===== config.mk =====
export PLATFORM = sky130hd
export DESIGN_NAME = logic_rs_sched
export DESIGN_NICKNAME = d
export VERILOG_FILES = /design/src/rtl/logic_rs_sched.sv
export SDC_FILE = /design/constraint.sdc
export NUM_CORES = 1
export LEC_CHECK = 0
export BUFFER_PORTS_ARGS = -buffer_cell sky130_fd_sc_hd__buf_2
export CORE_ASPECT_RATIO = 1.75
export CORE_UTILIZATION = 55
export DETAILED_ROUTE_END_ITERATION = 7
export PLACE_DENSITY = 0.76
export SYNTH_ARGS = -nofsm -noshare
export SYNTH_HDL_FRONTEND = slang
export SYNTH_SLANG_ARGS = --single-unit

===== constraint.sdc =====
create_clock -name CLK -period 13.7 [get_ports CLK]
set_clock_uncertainty 0.15 [all_clocks]
set_input_delay 1.37 -clock CLK [delete_from_list [all_inputs] [get_ports CLK]]
set_output_delay 1.37 -clock CLK [all_outputs]
set_load 0.005 [all_outputs]

===== src/rtl/logic_rs_sched.sv =====
// Reservation-station scheduler for a shared combinational logic unit.
// Entries wake on CDB broadcasts; the oldest ready entry dispatches.
module logic_rs_sched #(
    parameter int NUM_RS = 4,
    parameter int TAG_W  = 4
) (
    input  logic                        CLK,
    input  logic                        RST,
    input  logic                        ISSUE_VALID,
    output logic                        ISSUE_READY,
    input  logic [2:0]                  ISSUE_OP,
    input  logic [TAG_W-1:0]            ISSUE_TAG,
    input  logic [31:0]                 ISSUE_V1,
    input  logic [31:0]                 ISSUE_V2,
    input  logic [TAG_W-1:0]            ISSUE_Q1,
    input  logic [TAG_W-1:0]            ISSUE_Q2,
    input  logic                        CDB_IN_VALID,
    input  logic [TAG_W-1:0]            CDB_IN_TAG,
    input  logic [31:0]                 CDB_IN_DATA,
    output logic [2:0]                  LU_OP,
    output logic [31:0]                 LU_IN1,
    output logic [31:0]                 LU_IN2,
    input  logic [31:0]                 LU_OUT,
    output logic                        RES_VALID,
    input  logic                        RES_READY,
    output logic [TAG_W-1:0]            RES_TAG,
    output logic [31:0]                 RES_DATA,
    output logic [$clog2(NUM_RS+1)-1:0] BUSY_COUNT
);
    localparam int CNT_W = $clog2(NUM_RS + 1);
    localparam int IDX_W = (NUM_RS > 1) ? $clog2(NUM_RS) : 1;

    localparam logic [0:0] S_IDLE = 1'b0;
    localparam logic [0:0] S_HOLD = 1'b1;

    logic [NUM_RS-1:0] r_busy;
    logic [2:0]        r_op  [NUM_RS];
    logic [TAG_W-1:0]  r_tag [NUM_RS];
    logic [31:0]       r_v1  [NUM_RS];
    logic [31:0]       r_v2  [NUM_RS];
    logic [TAG_W-1:0]  r_q1  [NUM_RS];
    logic [TAG_W-1:0]  r_q2  [NUM_RS];
    // age = number of older busy entries, so ages are always distinct
    logic [IDX_W-1:0]  r_age [NUM_RS];

    logic [0:0]        r_state;
    logic [TAG_W-1:0]  r_res_tag;
    logic [31:0]       r_res_data;
    logic [2:0]        r_lu_op;
    logic [31:0]       r_lu_in1;
    logic [31:0]       r_lu_in2;

    logic [NUM_RS-1:0] w_rdy;
    logic              w_free_found;
    logic [IDX_W-1:0]  w_free_idx;
    logic              w_sel_found;
    logic [IDX_W-1:0]  w_sel_idx;
    logic [IDX_W-1:0]  w_sel_age;
    logic [CNT_W-1:0]  w_cnt;
    logic [CNT_W-1:0]  w_new_age;
    logic              w_issue;
    logic              w_disp;
    logic              w_byp1;
    logic              w_byp2;

    always_comb begin
        w_free_found = 1'b0;
        w_free_idx   = '0;
        w_cnt        = '0;
        for (int i = NUM_RS - 1; i >= 0; i--) begin
            if (!r_busy[i]) begin
                w_free_found = 1'b1;
                w_free_idx   = IDX_W'(i);
            end
        end
        for (int i = 0; i < NUM_RS; i++) begin
            w_cnt = w_cnt + CNT_W'(r_busy[i]);
        end
    end

    always_comb begin
        w_sel_found = 1'b0;
        w_sel_idx   = '0;
        w_sel_age   = '0;
        for (int i = 0; i < NUM_RS; i++) begin
            w_rdy[i] = r_busy[i] && (r_q1[i] == '0) && (r_q2[i] == '0);
            if (w_rdy[i] && (!w_sel_found || r_age[i] < w_sel_age)) begin
                w_sel_found = 1'b1;
                w_sel_idx   = IDX_W'(i);
                w_sel_age   = r_age[i];
            end
        end
    end

    assign ISSUE_READY = !RST && w_free_found;
    assign w_issue     = ISSUE_VALID && ISSUE_READY;
    assign w_disp      = !RST && w_sel_found &&
                         (r_state == S_IDLE || RES_READY);
    assign w_new_age   = w_cnt - CNT_W'(w_disp);

    assign w_byp1 = CDB_IN_VALID && (ISSUE_Q1 != '0) &&
                    (CDB_IN_TAG == ISSUE_Q1);
    assign w_byp2 = CDB_IN_VALID && (ISSUE_Q2 != '0) &&
                    (CDB_IN_TAG == ISSUE_Q2);

    always_ff @(posedge CLK) begin
        if (RST) begin
            for (int i = 0; i < NUM_RS; i++) begin
                r_busy[i] <= 1'b0;
                r_age[i]  <= '0;
                r_op[i]   <= '0;
                r_tag[i]  <= '0;
                r_v1[i]   <= '0;
                r_v2[i]   <= '0;
                r_q1[i]   <= '0;
                r_q2[i]   <= '0;
            end
        end else begin
            for (int i = 0; i < NUM_RS; i++) begin
                if (r_busy[i]) begin
                    if (w_disp && w_sel_idx == IDX_W'(i)) begin
                        r_busy[i] <= 1'b0;
                    end else begin
                        if (CDB_IN_VALID && r_q1[i] != '0 &&
                            r_q1[i] == CDB_IN_TAG) begin
                            r_v1[i] <= CDB_IN_DATA;
                            r_q1[i] <= '0;
                        end
                        if (CDB_IN_VALID && r_q2[i] != '0 &&
                            r_q2[i] == CDB_IN_TAG) begin
                            r_v2[i] <= CDB_IN_DATA;
                            r_q2[i] <= '0;
                        end
                        if (w_disp && r_age[i] > w_sel_age) begin
                            r_age[i] <= r_age[i] - 1'b1;
                        end
                    end
                end else if (w_issue && w_free_idx == IDX_W'(i)) begin
                    r_busy[i] <= 1'b1;
                    r_op[i]   <= ISSUE_OP;
                    r_tag[i]  <= ISSUE_TAG;
                    r_age[i]  <= IDX_W'(w_new_age);
                    r_v1[i]   <= w_byp1 ? CDB_IN_DATA : ISSUE_V1;
                    r_q1[i]   <= w_byp1 ? '0 : ISSUE_Q1;
                    r_v2[i]   <= w_byp2 ? CDB_IN_DATA : ISSUE_V2;
                    r_q2[i]   <= w_byp2 ? '0 : ISSUE_Q2;
                end
            end
        end
    end

    assign LU_OP  = w_disp ? r_op[w_sel_idx] : r_lu_op;
    assign LU_IN1 = w_disp ? r_v1[w_sel_idx] : r_lu_in1;
    assign LU_IN2 = w_disp ? r_v2[w_sel_idx] : r_lu_in2;

    always_ff @(posedge CLK) begin
        if (RST) begin
            r_state    <= S_IDLE;
            r_res_tag  <= '0;
            r_res_data <= '0;
            r_lu_op    <= '0;
            r_lu_in1   <= '0;
            r_lu_in2   <= '0;
        end else if (w_disp) begin
            r_state    <= S_HOLD;
            r_res_tag  <= r_tag[w_sel_idx];
            r_res_data <= LU_OUT;
            r_lu_op    <= LU_OP;
            r_lu_in1   <= LU_IN1;
            r_lu_in2   <= LU_IN2;
        end else if (r_state == S_HOLD && RES_READY) begin
            r_state    <= S_IDLE;
        end
    end

    assign RES_VALID  = (r_state == S_HOLD);
    assign RES_TAG    = r_res_tag;
    assign RES_DATA   = r_res_data;
    assign BUSY_COUNT = w_cnt;

endmodule


# Word-level counts from Yosys, hierarchy flattened
# Memories as Yosys holds them, arrays and structs flattened. A register that Yosys moved wholly into a read port is not among the register bits.
# Cells that the tools add are included.
# totals
wordCells	332
ramBits	324
regBits	104
n_memories	7
# op_classes
order_cmp	7
n_addsub	8
reduce_logical	77
bitwise_logic	49
eq_ne	16
muxes	162
# memory_table
memory	words	width	read_ports	rd_clocked_by_memory_dff	write_ports	line_no	rtl
r_v1	4	32	1	0	4	39	logic [31:0] r_v1 [NUM_RS];
r_v2	4	32	1	0	4	40	logic [31:0] r_v2 [NUM_RS];
r_q1	4	4	4	0	4	41	logic [TAG_W-1:0] r_q1 [NUM_RS];
r_q2	4	4	4	0	4	42	logic [TAG_W-1:0] r_q2 [NUM_RS];
r_tag	4	4	1	1	4	38	logic [TAG_W-1:0] r_tag [NUM_RS];
r_op	4	3	1	0	4	37	logic [2:0] r_op [NUM_RS];
+1 memories	--	--	--	--	--	--	
# op_table
cell	n
32-bit 2-to-1 mux	20
1-bit 2-to-1 mux	97
4-bit 2-to-1 mux	22
1-bit logical AND	48
1-bit OR	48
4-bit equality test	10
4-bit nonzero test	10
2-bit 2-to-1 mux	18
4-bit zero test	8
3-bit 2-to-1 mux	5
2-bit equality test (second input constant)	4
2-bit greater-than comparator	4
2-bit by 1-bit subtractor with 2-bit output (second input constant)	4
2-bit less-than comparator	3
2-bit by 1-bit equality test with 1-bit output (second input constant)	2
1-bit zero test	4
2-bit zero test	2
1-bit logical OR	4
2-bit by 1-bit adder with 3-bit output	1
3-bit by 1-bit adder with 3-bit output	1
1-bit by 1-bit adder with 2-bit output	1
2-bit nonzero test	1
2-bit by 1-bit subtractor with 2-bit output	1
1-bit inverter	1

# Logic depth before layout (Yosys ltp)
# An unclocked memory read counts as a cell.
# logic_depth
ltp_word	27
depth_mapped	33
ltp_nobuf	26

# Worst setup path after synthesis
# No wires, ideal clock.
# synth_timing
kind	register -> register
start	mem r_q2[0][1]
end	mem r_q1[3][0], enable pin
path_slack_ns	3.610
setup_time_ns	0.555
path_buffers	6
path_stages_with_launch	27
required_time_ns	12.995
t_arrival_ns	9.385
path_cell_list	edfxtp_1 -> nor4b_4 -> and3_2 -> nand2_1 -> ha_1 -> a21oi_1 -> o21ai_1 -> buf_2 -> buf_1 -> mux2i_1 -> inv_1 -> ha_1 -> nor2_1 -> nand4b_1 -> o211ai_2 -> buf_2 -> o31a_1 -> buf_2 -> mux2i_1 -> ha_1 -> nor2_1 -> o21a_1 -> clkbuf_1 -> nor2_2 -> buf_2 -> nor2_1 -> o311ai_0
# synth_rtl
item	line_no
start, declared	42
end, declared	41

==> results.py <==
metrics = {
    "status": {
        "status": "finished clean",
    },
    "synth": {
        "ys_seq_elements": 432,
        "synth.distinct_cells": 68,
        "yosys_warnings": 0,
        "synth_ff_type": "edfxtp_1",
        "async_flop_share_pct": 0,
        "synth_top_cell_by_area": "edfxtp_1",
        "synth_edf_count": 324,
        "synth_nets": 1935,
        "syn_avg_cell_area_um2": 11.7,
        "yosysTopAreaCellShare_pct": 47.1,
        "ys_seq_area_share_pct": 57.6,
        "synth.most_common_cell": "edfxtp_1",
        "synth_cells": 1768,
        "synth_area_leaders": "edfxtp_1, a22o_1, dfxtp_1, mux2i_1, a311oi_1",
        "netlist_top_cells_count": "edfxtp_1, a22o_1, nand2_1",
        "syn_area_um2": 20700,
    },
    "clocking": {
        "clock_sinks": 432,
        "cts_tree": "built",
        "cts_inserted_buffers": 40,
        "cts_setup_buffers": 0,
        "h-tree-depth": 2,
        "root_buffer": "clkbuf_16",
        "cts_max_path_buffers": 3,
        "cts_resized": 0,
        "insertion_delay_ps": 550,
        "clkTransAtPathRegs_ps": 70,
        "cts_hold_buf": 0,
    },
    "global_route": {
        "use_met3_pct": 5.40,
        "antenna_found_initial": 7,
        "grt_use_total_pct": 32.8,
        "grt-busiest-layer": "met2",
        "grt_pass1_wl_um": 94400,
        "use_met1_pct": 36.4,
        "grt_start_max_net_pins": 164,
        "use_met2_pct": 58.9,
        "first_global_vias": 16283,
        "grt_overflow_total": 0,
    },
    "power": {
        "internal_power_mw": 2.24,
        "p_clk_share_pct": 41.9,
        "power-per-cell-area_nw_per_um2": 123,
        "p_comb_share_pct": 7.2,
        "power.share.sequential_pct": 50.9,
        "power_leakage_nw": 9.78,
        "swShare_pct": 23.0,
        "p_total_mw": 2.91,
        "power_switching_mw": 0.670,
        "vdd_drop_max_v": 0.000126,
    },
    "detailed_routing": {
        "via_per_inst": 6.80,
        "vias": 16593,
        "routed_wl_um": 63700,
        "firstDrtPassIters": 5,
        "wl_per_cell_um": 26.1,
        "drc": 0,
        "ant_nets": 0,
        "dr.first_iter.drc_count": 1431,
    },
    "die": {
        "pin_count": 260,
        "design.core.area_um2": 36900,
        "die_area_um2": 38400,
        "dieWidth_um": 149,
        "start_util_pct": 56.0,
        "dieHeight_um": 258,
        "fp-row-count": 93,
    },
    "critical_path": {
        "worst_ep_required_time_ps": 12180,
        "crit_type": "flip-flop to output pin",
        "crit_fanout": 44,
        "end_kind": "output pin",
        "critPathLaunchType": "flip-flop",
        "critPathArrivalTime_ps": 8040,
    },
    "cells_and_area": {
        "area_growth_pct": 14.8,
        "drive_above_1_share_pct": 21.3,
        "fin_nets": 2094,
        "layoutNonFillerInstCount": 2440,
        "nFillCells": 2787,
    },
    "sta": {
        "fin_crit_ps": 9560,
        "fmax_ghz": 0.105,
        "maxSlewViolCount": 0,
        "tightest_slew_ps": 1180,
        "setup_slack_ps": 4140,
        "setup_violations": 0,
        "setup_tns_ps": 0,
        "hold_viol": 0,
        "rsz0062_at_grt": "false",
        "max_slew_margin_pct": 21.3,
        "finalCritPeriodShare_pct": 69.8,
    },
    "placed_design": {
        "portBuffers": 259,
        "placedCellCount": 2360,
        "dpl.hpwl_um": 40900,
        "place_ws_ps": 4780,
        "routabilityCongestion": 0.878,
    },
    "hold_path": {
        "hold_path.class": "flip-flop to flip-flop",
    },
    "run": {
        "drv_cap": 0,
    },
}
flip-flops by register name, indices dropped and copies added, names as in the netlist:
signal and flops:
r_op 12, r_lu_in1 32, r_lu_in2 32, r_q2 16, RES_DATA 32, r_age 8
RES_VALID 1, r_v1 128, r_tag 16, r_lu_op 3, RES_TAG 4, r_q1 16
r_v2 128, r_busy 4
cell type report:
class / count / area (um2) / share of cell area [%]
Multi-Input combinational cell: 1121 / 8030 / 33.9
Tap cell: 475 / 594 / 2.51
Clock inverter: 25 / 328 / 1.38
Timing Repair Buffer: 304 / 1630 / 6.89
Inverter: 28 / 113 / 0.475
Clock buffer: 49 / 1110 / 4.67
Sequential cell: 432 / 11900 / 50.1
Antenna cell: 6 / 15.0 / 0.0633
worst paths after layout:
check,endpoint,slack (ps),from,cells after the start
hold reg to reg,RES_DATA[13]$_SDFFE_PP0N_,300,RES_DATA[13]$_SDFFE_PP0N_,2
hold / removal,RES_DATA[13]$_SDFFE_PP0N_,300,RES_DATA[13]$_SDFFE_PP0N_,2
setup reg to reg,r_age[1][0]$_SDFFCE_PN0P_,5060,r_q2[0][2]$_SDFFCE_PN0P_,27
setup / recovery,LU_IN2[23],4140,r_q2[0][2]$_SDFFCE_PN0P_,24
cell families (layout without fill, tap and decap cells):
| logic type | count (synthesis) | count (layout) | synth area share (%) |
|---|---|---|---|
| AOI/OAI and AO/OA | 525 | 525 | 20.6 |
| xor gates and xnor gates | 36 | 36 | 1.53 |
| adders and majority gates | 15 | 15 | 0.945 |
| buffers and inverters | 215 | 406 | 4.23 |
| DFF | 432 | 432 | 57.6 |
| muxes | 81 | 81 | 3.98 |
| other | 0 | 6 | 0 |
| and+or+nand+nor | 464 | 464 | 11.2 |
cells in the final DEF, fill, tap and decap left out, types with 8 or more instances in the layout:
cell / synthesis / layout
o2bb2ai_1: 34 / 34
and3_1: 41 / 41
mux2_2: 9 / 9
inv_1: 25 / 25
or4_1: 18 / 18
ha_1: 14 / 14
o2111ai_1: 10 / 10
mux2i_1: 72 / 72
dfxtp_1: 108 / 108
xnor2_1: 17 / 17
o211a_1: 9 / 9
o21a_1: 9 / 9
nor4_1: 28 / 28
a22o_1: 256 / 256
edfxtp_1: 324 / 324
nand3_1: 99 / 99
nor2_2: 1 / 8
clkbuf_16: 0 / 42
nor2_1: 81 / 73
buf_2: 26 / 259
nand2_1: 130 / 128
a311oi_1: 58 / 58
xor2_1: 19 / 19
buf_4: 9 / 45
a21oi_1: 40 / 40
nor3_1: 20 / 19
a31oi_1: 58 / 58
and2_1: 22 / 22
o21ai_0: 15 / 15
worst max-delay path, cell delays in order, from the launching register on:
cell      delay [ps]
edfxtp_1         420
nor3_1           440
and3_2           320
nand2_1           90
ha_1             320
a21oi_1          100
o21ai_4          390
mux2i_1          300
inv_1             60
ha_1             270
nor2_1            60
nand4b_1         250
o211ai_4         140
buf_4            480
o31a_1           640
mux2i_1          330
ha_1             210
nor2_1            90
o21a_1           170
buf_4            290
nor2_4           890
buf_4            520
mux2i_1          300
a31oi_1          170
buf_2            220
layer usage:
| metal | vias to the layer above | share of wire, % |
|---|---|---|
| li1 | 7259 | - |
| met1 | 8135 | 34 |
| met2 | 991 | 52 |
| met3 | 202 | 8.7 |
| met4 | 6 | 5.3 |
| met5 | - | 0.050 |
metrics by stage:
step / cell area [um2] / utilization [%] / hold WS [ps]
2_1_floorplan: 20700 / - / 300
3_3_place_gp: 22300 / 60.4 / 287
3_5_place_dp: 22300 / 60.4 / 296
4_1_cts: 23700 / 64.3 / 308
5_1_grt: 23700 / 64.3 / 328
6_report: 23700 / 64.3 / 303
power groups by stage:
stage | combinational, mW | sequential, mW | clock [mW]
finish | 0.209 | 1.48 | 1.22
global route | 0.224 | 1.49 | 1.27
CTS | 0.207 | 1.48 | 1.23
global placement | 0.201 | 1.51 | 0
detailed placement | 0.206 | 1.51 | 0
floorplan | 0.115 | 1.51 | 0
Power figures use the tool's default switching activity.
